### config.mk
export PLATFORM = sky130hd
export DESIGN_NAME = multichan_diff_filter_flat
export DESIGN_NICKNAME = d
export VERILOG_FILES = /design/src/rtl/multichan_diff_filter_if.sv /design/src/rtl/multichan_diff_filter.sv /design/src/flat_wrapper.sv
export SDC_FILE = /design/constraint.sdc
export NUM_CORES = 2
export LEC_CHECK = 0
export BUFFER_PORTS_ARGS = -buffer_cell sky130_fd_sc_hd__buf_2
export CELL_PAD_IN_SITES_DETAIL_PLACEMENT = 0
export CELL_PAD_IN_SITES_GLOBAL_PLACEMENT = 1
export CORE_ASPECT_RATIO = 1.75
export CORE_UTILIZATION = 49
export DETAILED_ROUTE_END_ITERATION = 12
export PLACE_DENSITY_LB_ADDON = 0.1
export SKIP_CTS_REPAIR_TIMING = 1
export SLEW_MARGIN = 10
export SYNTH_ARGS = -nofsm -noshare
export SYNTH_HDL_FRONTEND = slang
export SYNTH_SLANG_ARGS = --single-unit
### constraint.sdc
create_clock -name CLK -period 5.7 [get_ports CLK]
set_input_delay 0.285 -clock CLK [delete_from_list [all_inputs] [get_ports CLK]]
set_output_delay 0.285 -clock CLK [all_outputs]
set_load 0.1 [all_outputs]
### src/rtl/multichan_diff_filter_if.sv
// Sample-in / result-out handshake bundle for multichan_diff_filter.
// The filter is the slave; the front end and downstream logic together form the master.
interface multichan_diff_filter_if #(
    parameter int DW  = 16,
    parameter int CHW = 2
);
    logic           IN_VALID;
    logic           IN_READY;
    logic [CHW-1:0] IN_CH;
    logic [DW-1:0]  IN_DATA;
    logic [1:0]     MODE;
    logic           OUT_VALID;
    logic           OUT_READY;
    logic [CHW-1:0] OUT_CH;
    logic [DW-1:0]  OUT_DATA;
    logic           OUT_SAT;

    modport master (
        output IN_VALID, IN_CH, IN_DATA, MODE, OUT_READY,
        input  IN_READY, OUT_VALID, OUT_CH, OUT_DATA, OUT_SAT
    );

    modport slave (
        input  IN_VALID, IN_CH, IN_DATA, MODE, OUT_READY,
        output IN_READY, OUT_VALID, OUT_CH, OUT_DATA, OUT_SAT
    );
endinterface

### src/rtl/multichan_diff_filter.sv
// Multi-channel bypass / first-difference / second-difference / moving-average filter
// with per-channel history, saturating output and a single-entry output register.
module multichan_diff_filter #(
    parameter int DW       = 16,
    parameter int CH       = 4,
    parameter int AVG_LOG2 = 3
) (
    input logic                  CLK,
    input logic                  RST,
    multichan_diff_filter_if.slave bus
);
    localparam int CHW   = (CH > 1) ? $clog2(CH) : 1;
    localparam int DEPTH = 1 << AVG_LOG2;
    localparam int RW    = DW + 3;
    localparam int SW    = DW + AVG_LOG2;

    localparam logic [CHW:0]      CH_LIM   = (CHW+1)'(CH);
    localparam logic [AVG_LOG2:0] CNT_FULL = (AVG_LOG2+1)'(DEPTH);
    localparam logic [AVG_LOG2:0] CNT_AVG  = (AVG_LOG2+1)'(DEPTH - 1);
    localparam logic [AVG_LOG2:0] CNT_TWO  = (AVG_LOG2+1)'(2);
    localparam logic signed [RW-1:0] MAXV = {4'b0000, {(DW-1){1'b1}}};
    localparam logic signed [RW-1:0] MINV = {4'b1111, {(DW-1){1'b0}}};

    logic signed [DW-1:0] x1_q [CH];
    logic signed [DW-1:0] x1_d [CH];
    logic signed [DW-1:0] x2_q [CH];
    logic signed [DW-1:0] x2_d [CH];
    logic signed [DW-1:0] ring_q [CH][DEPTH];
    logic signed [DW-1:0] ring_d [CH][DEPTH];
    logic signed [SW-1:0] sum_q [CH];
    logic signed [SW-1:0] sum_d [CH];
    logic [AVG_LOG2-1:0]  wp_q [CH];
    logic [AVG_LOG2-1:0]  wp_d [CH];
    logic [AVG_LOG2:0]    cnt_q [CH];
    logic [AVG_LOG2:0]    cnt_d [CH];
    logic [1:0]           mode_q, mode_d;
    logic                 out_valid_q, out_valid_d;
    logic [CHW-1:0]       out_ch_q, out_ch_d;
    logic [DW-1:0]        out_data_q, out_data_d;
    logic                 out_sat_q, out_sat_d;

    logic                 in_ready, accept, ch_ok, clr, emit, sat_res;
    logic [CHW-1:0]       ch_idx;
    logic signed [DW-1:0] x_in, x1_c, x2_c, old_c;
    logic signed [SW-1:0] sum_c, sum_new, avg_full;
    logic [AVG_LOG2-1:0]  wp_c;
    logic [AVG_LOG2:0]    cnt_c;
    logic signed [RW-1:0] xe, x1e, x2e, avg_e, res;
    logic [DW-1:0]        clamp_res;

    assign in_ready = !out_valid_q || bus.OUT_READY;
    assign accept   = bus.IN_VALID && in_ready;
    assign ch_ok    = ({1'b0, bus.IN_CH} < CH_LIM);
    assign ch_idx   = ch_ok ? bus.IN_CH : '0;
    assign clr      = (bus.MODE != mode_q);
    assign x_in     = bus.IN_DATA;

    // A mode change makes every channel look freshly cleared to the current beat.
    always_comb begin
        x1_c  = clr ? '0 : x1_q[ch_idx];
        x2_c  = clr ? '0 : x2_q[ch_idx];
        wp_c  = clr ? '0 : wp_q[ch_idx];
        sum_c = clr ? '0 : sum_q[ch_idx];
        cnt_c = clr ? '0 : cnt_q[ch_idx];
        old_c = clr ? '0 : ring_q[ch_idx][wp_c];
    end

    always_comb begin
        xe       = {{3{x_in[DW-1]}}, x_in};
        x1e      = {{3{x1_c[DW-1]}}, x1_c};
        x2e      = {{3{x2_c[DW-1]}}, x2_c};
        sum_new  = sum_c - {{AVG_LOG2{old_c[DW-1]}}, old_c} + {{AVG_LOG2{x_in[DW-1]}}, x_in};
        avg_full = sum_new >>> AVG_LOG2;
        avg_e    = RW'(avg_full);
        res      = xe;
        emit     = 1'b1;
        case (bus.MODE)
            2'd0: begin
                res  = xe;
                emit = 1'b1;
            end
            2'd1: begin
                res  = xe - x1e;
                emit = (cnt_c != '0);
            end
            2'd2: begin
                res  = xe - (x1e <<< 1) + x2e;
                emit = (cnt_c >= CNT_TWO);
            end
            default: begin
                res  = avg_e;
                emit = (cnt_c >= CNT_AVG);
            end
        endcase
    end

    always_comb begin
        sat_res   = 1'b0;
        clamp_res = res[DW-1:0];
        if (res > MAXV) begin
            clamp_res = MAXV[DW-1:0];
            sat_res   = 1'b1;
        end else if (res < MINV) begin
            clamp_res = MINV[DW-1:0];
            sat_res   = 1'b1;
        end
    end

    // Out-of-range channel tags are consumed without touching any state.
    always_comb begin
        x1_d        = x1_q;
        x2_d        = x2_q;
        ring_d      = ring_q;
        sum_d       = sum_q;
        wp_d        = wp_q;
        cnt_d       = cnt_q;
        mode_d      = mode_q;
        out_valid_d = out_valid_q;
        out_ch_d    = out_ch_q;
        out_data_d  = out_data_q;
        out_sat_d   = out_sat_q;
        if (accept && ch_ok) begin
            mode_d = bus.MODE;
            if (clr) begin
                for (int c = 0; c < CH; c++) begin
                    x1_d[c]  = '0;
                    x2_d[c]  = '0;
                    sum_d[c] = '0;
                    wp_d[c]  = '0;
                    cnt_d[c] = '0;
                    for (int k = 0; k < DEPTH; k++) begin
                        ring_d[c][k] = '0;
                    end
                end
            end
            x2_d[ch_idx]         = x1_c;
            x1_d[ch_idx]         = x_in;
            ring_d[ch_idx][wp_c] = x_in;
            wp_d[ch_idx]         = wp_c + 1'b1;
            sum_d[ch_idx]        = sum_new;
            cnt_d[ch_idx]        = (cnt_c == CNT_FULL) ? cnt_c : cnt_c + 1'b1;
        end
        if (accept) begin
            out_valid_d = ch_ok && emit;
            if (ch_ok && emit) begin
                out_ch_d   = bus.IN_CH;
                out_data_d = clamp_res;
                out_sat_d  = sat_res;
            end
        end else if (bus.OUT_READY) begin
            out_valid_d = 1'b0;
        end
    end

    always_ff @(posedge CLK) begin
        if (RST) begin
            for (int c = 0; c < CH; c++) begin
                x1_q[c]  <= '0;
                x2_q[c]  <= '0;
                sum_q[c] <= '0;
                wp_q[c]  <= '0;
                cnt_q[c] <= '0;
                for (int k = 0; k < DEPTH; k++) begin
                    ring_q[c][k] <= '0;
                end
            end
            mode_q      <= '0;
            out_valid_q <= 1'b0;
            out_ch_q    <= '0;
            out_data_q  <= '0;
            out_sat_q   <= 1'b0;
        end else begin
            x1_q        <= x1_d;
            x2_q        <= x2_d;
            ring_q      <= ring_d;
            sum_q       <= sum_d;
            wp_q        <= wp_d;
            cnt_q       <= cnt_d;
            mode_q      <= mode_d;
            out_valid_q <= out_valid_d;
            out_ch_q    <= out_ch_d;
            out_data_q  <= out_data_d;
            out_sat_q   <= out_sat_d;
        end
    end

    assign bus.IN_READY  = in_ready;
    assign bus.OUT_VALID = out_valid_q;
    assign bus.OUT_CH    = out_ch_q;
    assign bus.OUT_DATA  = out_data_q;
    assign bus.OUT_SAT   = out_sat_q;
endmodule

### src/flat_wrapper.sv
// flat-port wrapper written by rule: the top's interface ports become plain ports
module multichan_diff_filter_flat 
#(
    parameter int DW       = 16,
    parameter int CH       = 4,
    parameter int AVG_LOG2 = 3
)
  (CLK, RST, bus_IN_VALID, bus_IN_CH, bus_IN_DATA, bus_MODE, bus_OUT_READY, bus_IN_READY, bus_OUT_VALID, bus_OUT_CH, bus_OUT_DATA, bus_OUT_SAT);
  multichan_diff_filter_if #(.DW(DW), .CHW((2))) bus_i ();
  input logic CLK;
  input logic RST;
  input wire logic [$bits(bus_i.IN_VALID)-1:0] bus_IN_VALID;
  input wire logic [$bits(bus_i.IN_CH)-1:0] bus_IN_CH;
  input wire logic [$bits(bus_i.IN_DATA)-1:0] bus_IN_DATA;
  input wire logic [$bits(bus_i.MODE)-1:0] bus_MODE;
  input wire logic [$bits(bus_i.OUT_READY)-1:0] bus_OUT_READY;
  output wire logic [$bits(bus_i.IN_READY)-1:0] bus_IN_READY;
  output wire logic [$bits(bus_i.OUT_VALID)-1:0] bus_OUT_VALID;
  output wire logic [$bits(bus_i.OUT_CH)-1:0] bus_OUT_CH;
  output wire logic [$bits(bus_i.OUT_DATA)-1:0] bus_OUT_DATA;
  output wire logic [$bits(bus_i.OUT_SAT)-1:0] bus_OUT_SAT;
  assign bus_i.IN_VALID = bus_IN_VALID;
  assign bus_i.IN_CH = bus_IN_CH;
  assign bus_i.IN_DATA = bus_IN_DATA;
  assign bus_i.MODE = bus_MODE;
  assign bus_i.OUT_READY = bus_OUT_READY;
  assign bus_IN_READY = bus_i.IN_READY;
  assign bus_OUT_VALID = bus_i.OUT_VALID;
  assign bus_OUT_CH = bus_i.OUT_CH;
  assign bus_OUT_DATA = bus_i.OUT_DATA;
  assign bus_OUT_SAT = bus_i.OUT_SAT;
  multichan_diff_filter #(.DW(DW), .CH(CH), .AVG_LOG2(AVG_LOG2)) u_core (.CLK(CLK), .RST(RST), .bus(bus_i));
endmodule
==> impl_results.md <==
* Warnings from Yosys at 0
* Largest net degree at the start of global routing at 208
* Ys flop type: dfxtp_1
* Worst hold start: RST
* Type of origin of the critical path: flop
* H-tree Lvls at 3
* Cell taking the most area after synthesis: dfxtp_1
* Reg2reg path depth at 21
* Final Util at 0.547
* Total power at 0.0124 W
* Worst-Margin Slew at 1.22 ns
* Die width at 213 um
* Die Y at 370 um
* Max Freq at 0.188 GHz
* Area Growth Syn to Fin at 9.98%
* TritonCTS clock tree: yes
* Port bufs at 44
* DP Wirelength at 89800 um
* I/O pin count at 45
* Syn Nets at 4713
* Hold path endpoint: u_core.bus.OUT_DATA[15]
* M3 GR Usage at 0.0622
* Hold Path Cell Cnt at 2
* Starting density of the core at 0.497
* FILL cells at 7355
* Final min period at roughly 5.3 ns
* Total global-route track usage at 0.362
* DRC violations left at 0
* Final GP Congestion at approximately 1
* Cell area after synthesis at 0.0380 mm^2
* Type of the worst setup path: reg2reg
* Final setup vio count at 0
* Met2 Usage GRT at 0.601
* Placed Area at between 0.03 and 0.04 mm^2
* WP data arrival at 5.84 ns
* MaxCap Viol Count at 0
* Pre-CTS setup slack at 0.142 ns
* Drt initial violations at 3557
* CTS clk-pin slew, worst paths at 0.07 ns
* Status: finished clean
* Max_slew headroom at 0.181
* Synth Area per Inst at 8.27 um^2
* Vias in the first global route at 33255
* Reg2reg end: u_core.bus.OUT_DATA[9]
* Layout cells sized above 1 at 0.129
* FF-to-FF Start: u_core.mode_q[0]
* Final Instance Area at around 0.042 mm^2
* Final #Nets at about 4600
* Setup_tns at 0 ns
* Die footprint at 0.0787 mm^2
* Std cell rows at 134
* Sequential fraction of the synthesis area at 0.403
* Post-synth EDFFs at 0
* Antenna violations before repair at 2
* Cell variety after synth at 79
* CTS Sinks at 766
* Final Hold Vio Count at 0
* DR vias at between 30000 and 40000
* Skew-Pair Late Insertion Delay at 0.68 ns
* Clock Root Buffer: clkbuf_16
* Worst min path class: in2reg
* Pleak at 14.2 nW
* Core area at 0.0765 mm^2
* Met1 usage at 0.412
* Final WL at 142000 um
* Clock Skews at 0.0283 ns
* Most Crowded Layer GR: met2
* FF+latch area at between 0.015 and 0.02 mm^2
* Pins Over Slew Limit at 0
* Async SR Flop Fraction at 0
* RSZ-0062 raised after global routing: no
* Worst-case clock buffer depth at 3
* WP data required at 6.23 ns
* Post-DR vias/cell at 6.25
* Share of the synthesized area in the top cell type at 0.403
* Pwr Density at 297 mW/mm^2
* Final antenna-violating net count at 0
* Wirelength per Cell at 25.7 um
* VDD IR max at between 0.0002 and 0.0003 V
* DR pass1 iterations at 6
* Top cells by area, synth: dfxtp_1 40%, mux4_2 11%, a21oi_1 9.4%
* Crit-path max FO at 14
* TritonCTS Buffers at 75
* GRT overflow at 0
* Tcrit/Tclk final at 0.932
* First-pass GRT wire length at 212000 um
* Post-Synthesis Cells at 4596
* Diodes inserted at 0
* Crit end category: flop
* Final WS setup at 0.386 ns
* Area taken by multi-input logic gates at 0.0205 mm^2
* #FFs+latches synth at roughly 770
* R2R setup slack at 0.39 ns
-- registers in the layout (all words and copies together), names as in the netlist --
name	flops
u_core.bus.OUT_SAT	1
u_core.sum_q	76
u_core.cnt_q	16
u_core.mode_q	2
u_core.wp_q	12
u_core.bus.OUT_CH	2
u_core.bus.OUT_DATA	16
u_core.x1_q	64
u_core.x2_q	64
u_core.ring_q	512
u_core.bus.OUT_VALID	1
-- through the flow --
step | std cells | hold slack [ns]
floorplan | 4596 | 0.429
global placement | 5408 | 0.434
detailed placement | 5408 | 0.440
CTS | 5538 | -0.0743
global route | 5539 | 0.168
finish | 5539 | 0.0981
-- worst max-delay path: stages, from the launching register on --
cell and delay (ns):
dfxtp_1 0.32, xnor2_1 0.21, and2_2 0.35, nand2_1 0.32
nand3_2 0.18, buf_4 0.22, o22ai_1 0.16, nor4_1 0.68
fa_1 0.53, inv_1 0.08, ha_1 0.22, nor2_1 0.07
o211a_1 0.13, o311ai_2 0.38, o21ai_0 0.16, xnor2_1 0.27
o32a_1 0.22, o41ai_1 0.07, buf_4 0.14, o21ai_2 0.19
buf_12 0.19, a311oi_1 0.05
-- placed cells by master, fill, tap and decap left out, types with 25 or more instances in the layout --
cell type	n
nand2_1	819
dfxtp_1	766
a21oi_1	709
nand3_1	663
nor2_1	299
mux4_2	188
buf_4	160
a31oi_1	120
inv_1	107
clkbuf_16	78
ha_1	58
o21ai_0	47
buf_2	41
fa_1	35
xnor2_1	25
-- where the power goes --
group	switching [W]	leakage (nW)	internal [W]
Clock	0.00223	1.21	0.00290
Combinational	0.00132	6.79	0.000491
Sequential	0.0000392	6.18	0.00542
Total	0.00358	14.2	0.00881
-- synth_stat cells, drive strengths merged, types with 3 or more instances --
cell / instances
nand2: 824
dfxtp: 766
a21oi: 717
nand3: 665
nor2: 314
clkbuf: 269
mux4: 188
buf: 159
a31oi: 120
inv: 109
o21ai: 78
ha: 58
fa: 35
xnor2: 25
mux2i: 24
a21o: 22
nor3: 21
a311oi: 19
xor2: 19
a211oi: 18
and3: 18
o211ai: 9
o21a: 9
and2: 8
nor2b: 8
nand2b: 7
or2: 7
or3: 7
nor4: 5
o21bai: 5
o22ai: 5
o311ai: 5
a211o: 4
o22a: 4
a2111oi: 3
a22o: 3
a311o: 3
a32o: 3
nand3b: 3
-- per-layer routing --
layer  part of all wire  wire, um
met5                  0         0
met4              0.084     11900
met3              0.067      9520
met2               0.49     69200
met1               0.36     51400
-- how the worst max path moves through the flow --
stage                                 from                       to  slack, ns  cells past startpoint
after floorplan               bus_IN_CH[1]  u_core.bus.OUT_DATA[11]       0.65                     22
after global routing      u_core.mode_q[1]   u_core.bus.OUT_DATA[1]       0.07                     23
after global placement        bus_IN_CH[0]  u_core.bus.OUT_DATA[14]       0.14                     19
after CTS                   u_core.wp_q[4]  u_core.bus.OUT_DATA[14]       0.33                     18
after detailed placement      bus_IN_CH[0]  u_core.bus.OUT_DATA[14]       0.14                     19
final                     u_core.mode_q[0]   u_core.bus.OUT_DATA[9]       0.39                     21
-- layout make-up --
class / count / area share
Clock buffer: 111 / 0.0525
Inverter: 109 / 0.00979
Timing Repair Buffer: 221 / 0.0424
Sequential cell: 766 / 0.367
Multi-Input combinational cell: 3293 / 0.492
Clock inverter: 19 / 0.00632
Tap cell: 1020 / 0.0305
-- cell families after synthesis --
group,after synthesis,share of synthesized area
flip-flops,766,0.403
adder cells (fa/ha/maj),93,0.0375
AO/OA/AOI/OAI,1044,0.155
buffers and inverters,537,0.0591
AND/OR/NAND/NOR,1898,0.217
XOR/XNOR,44,0.0101
multiplexers,214,0.118
Power figures use the tool's default switching activity.
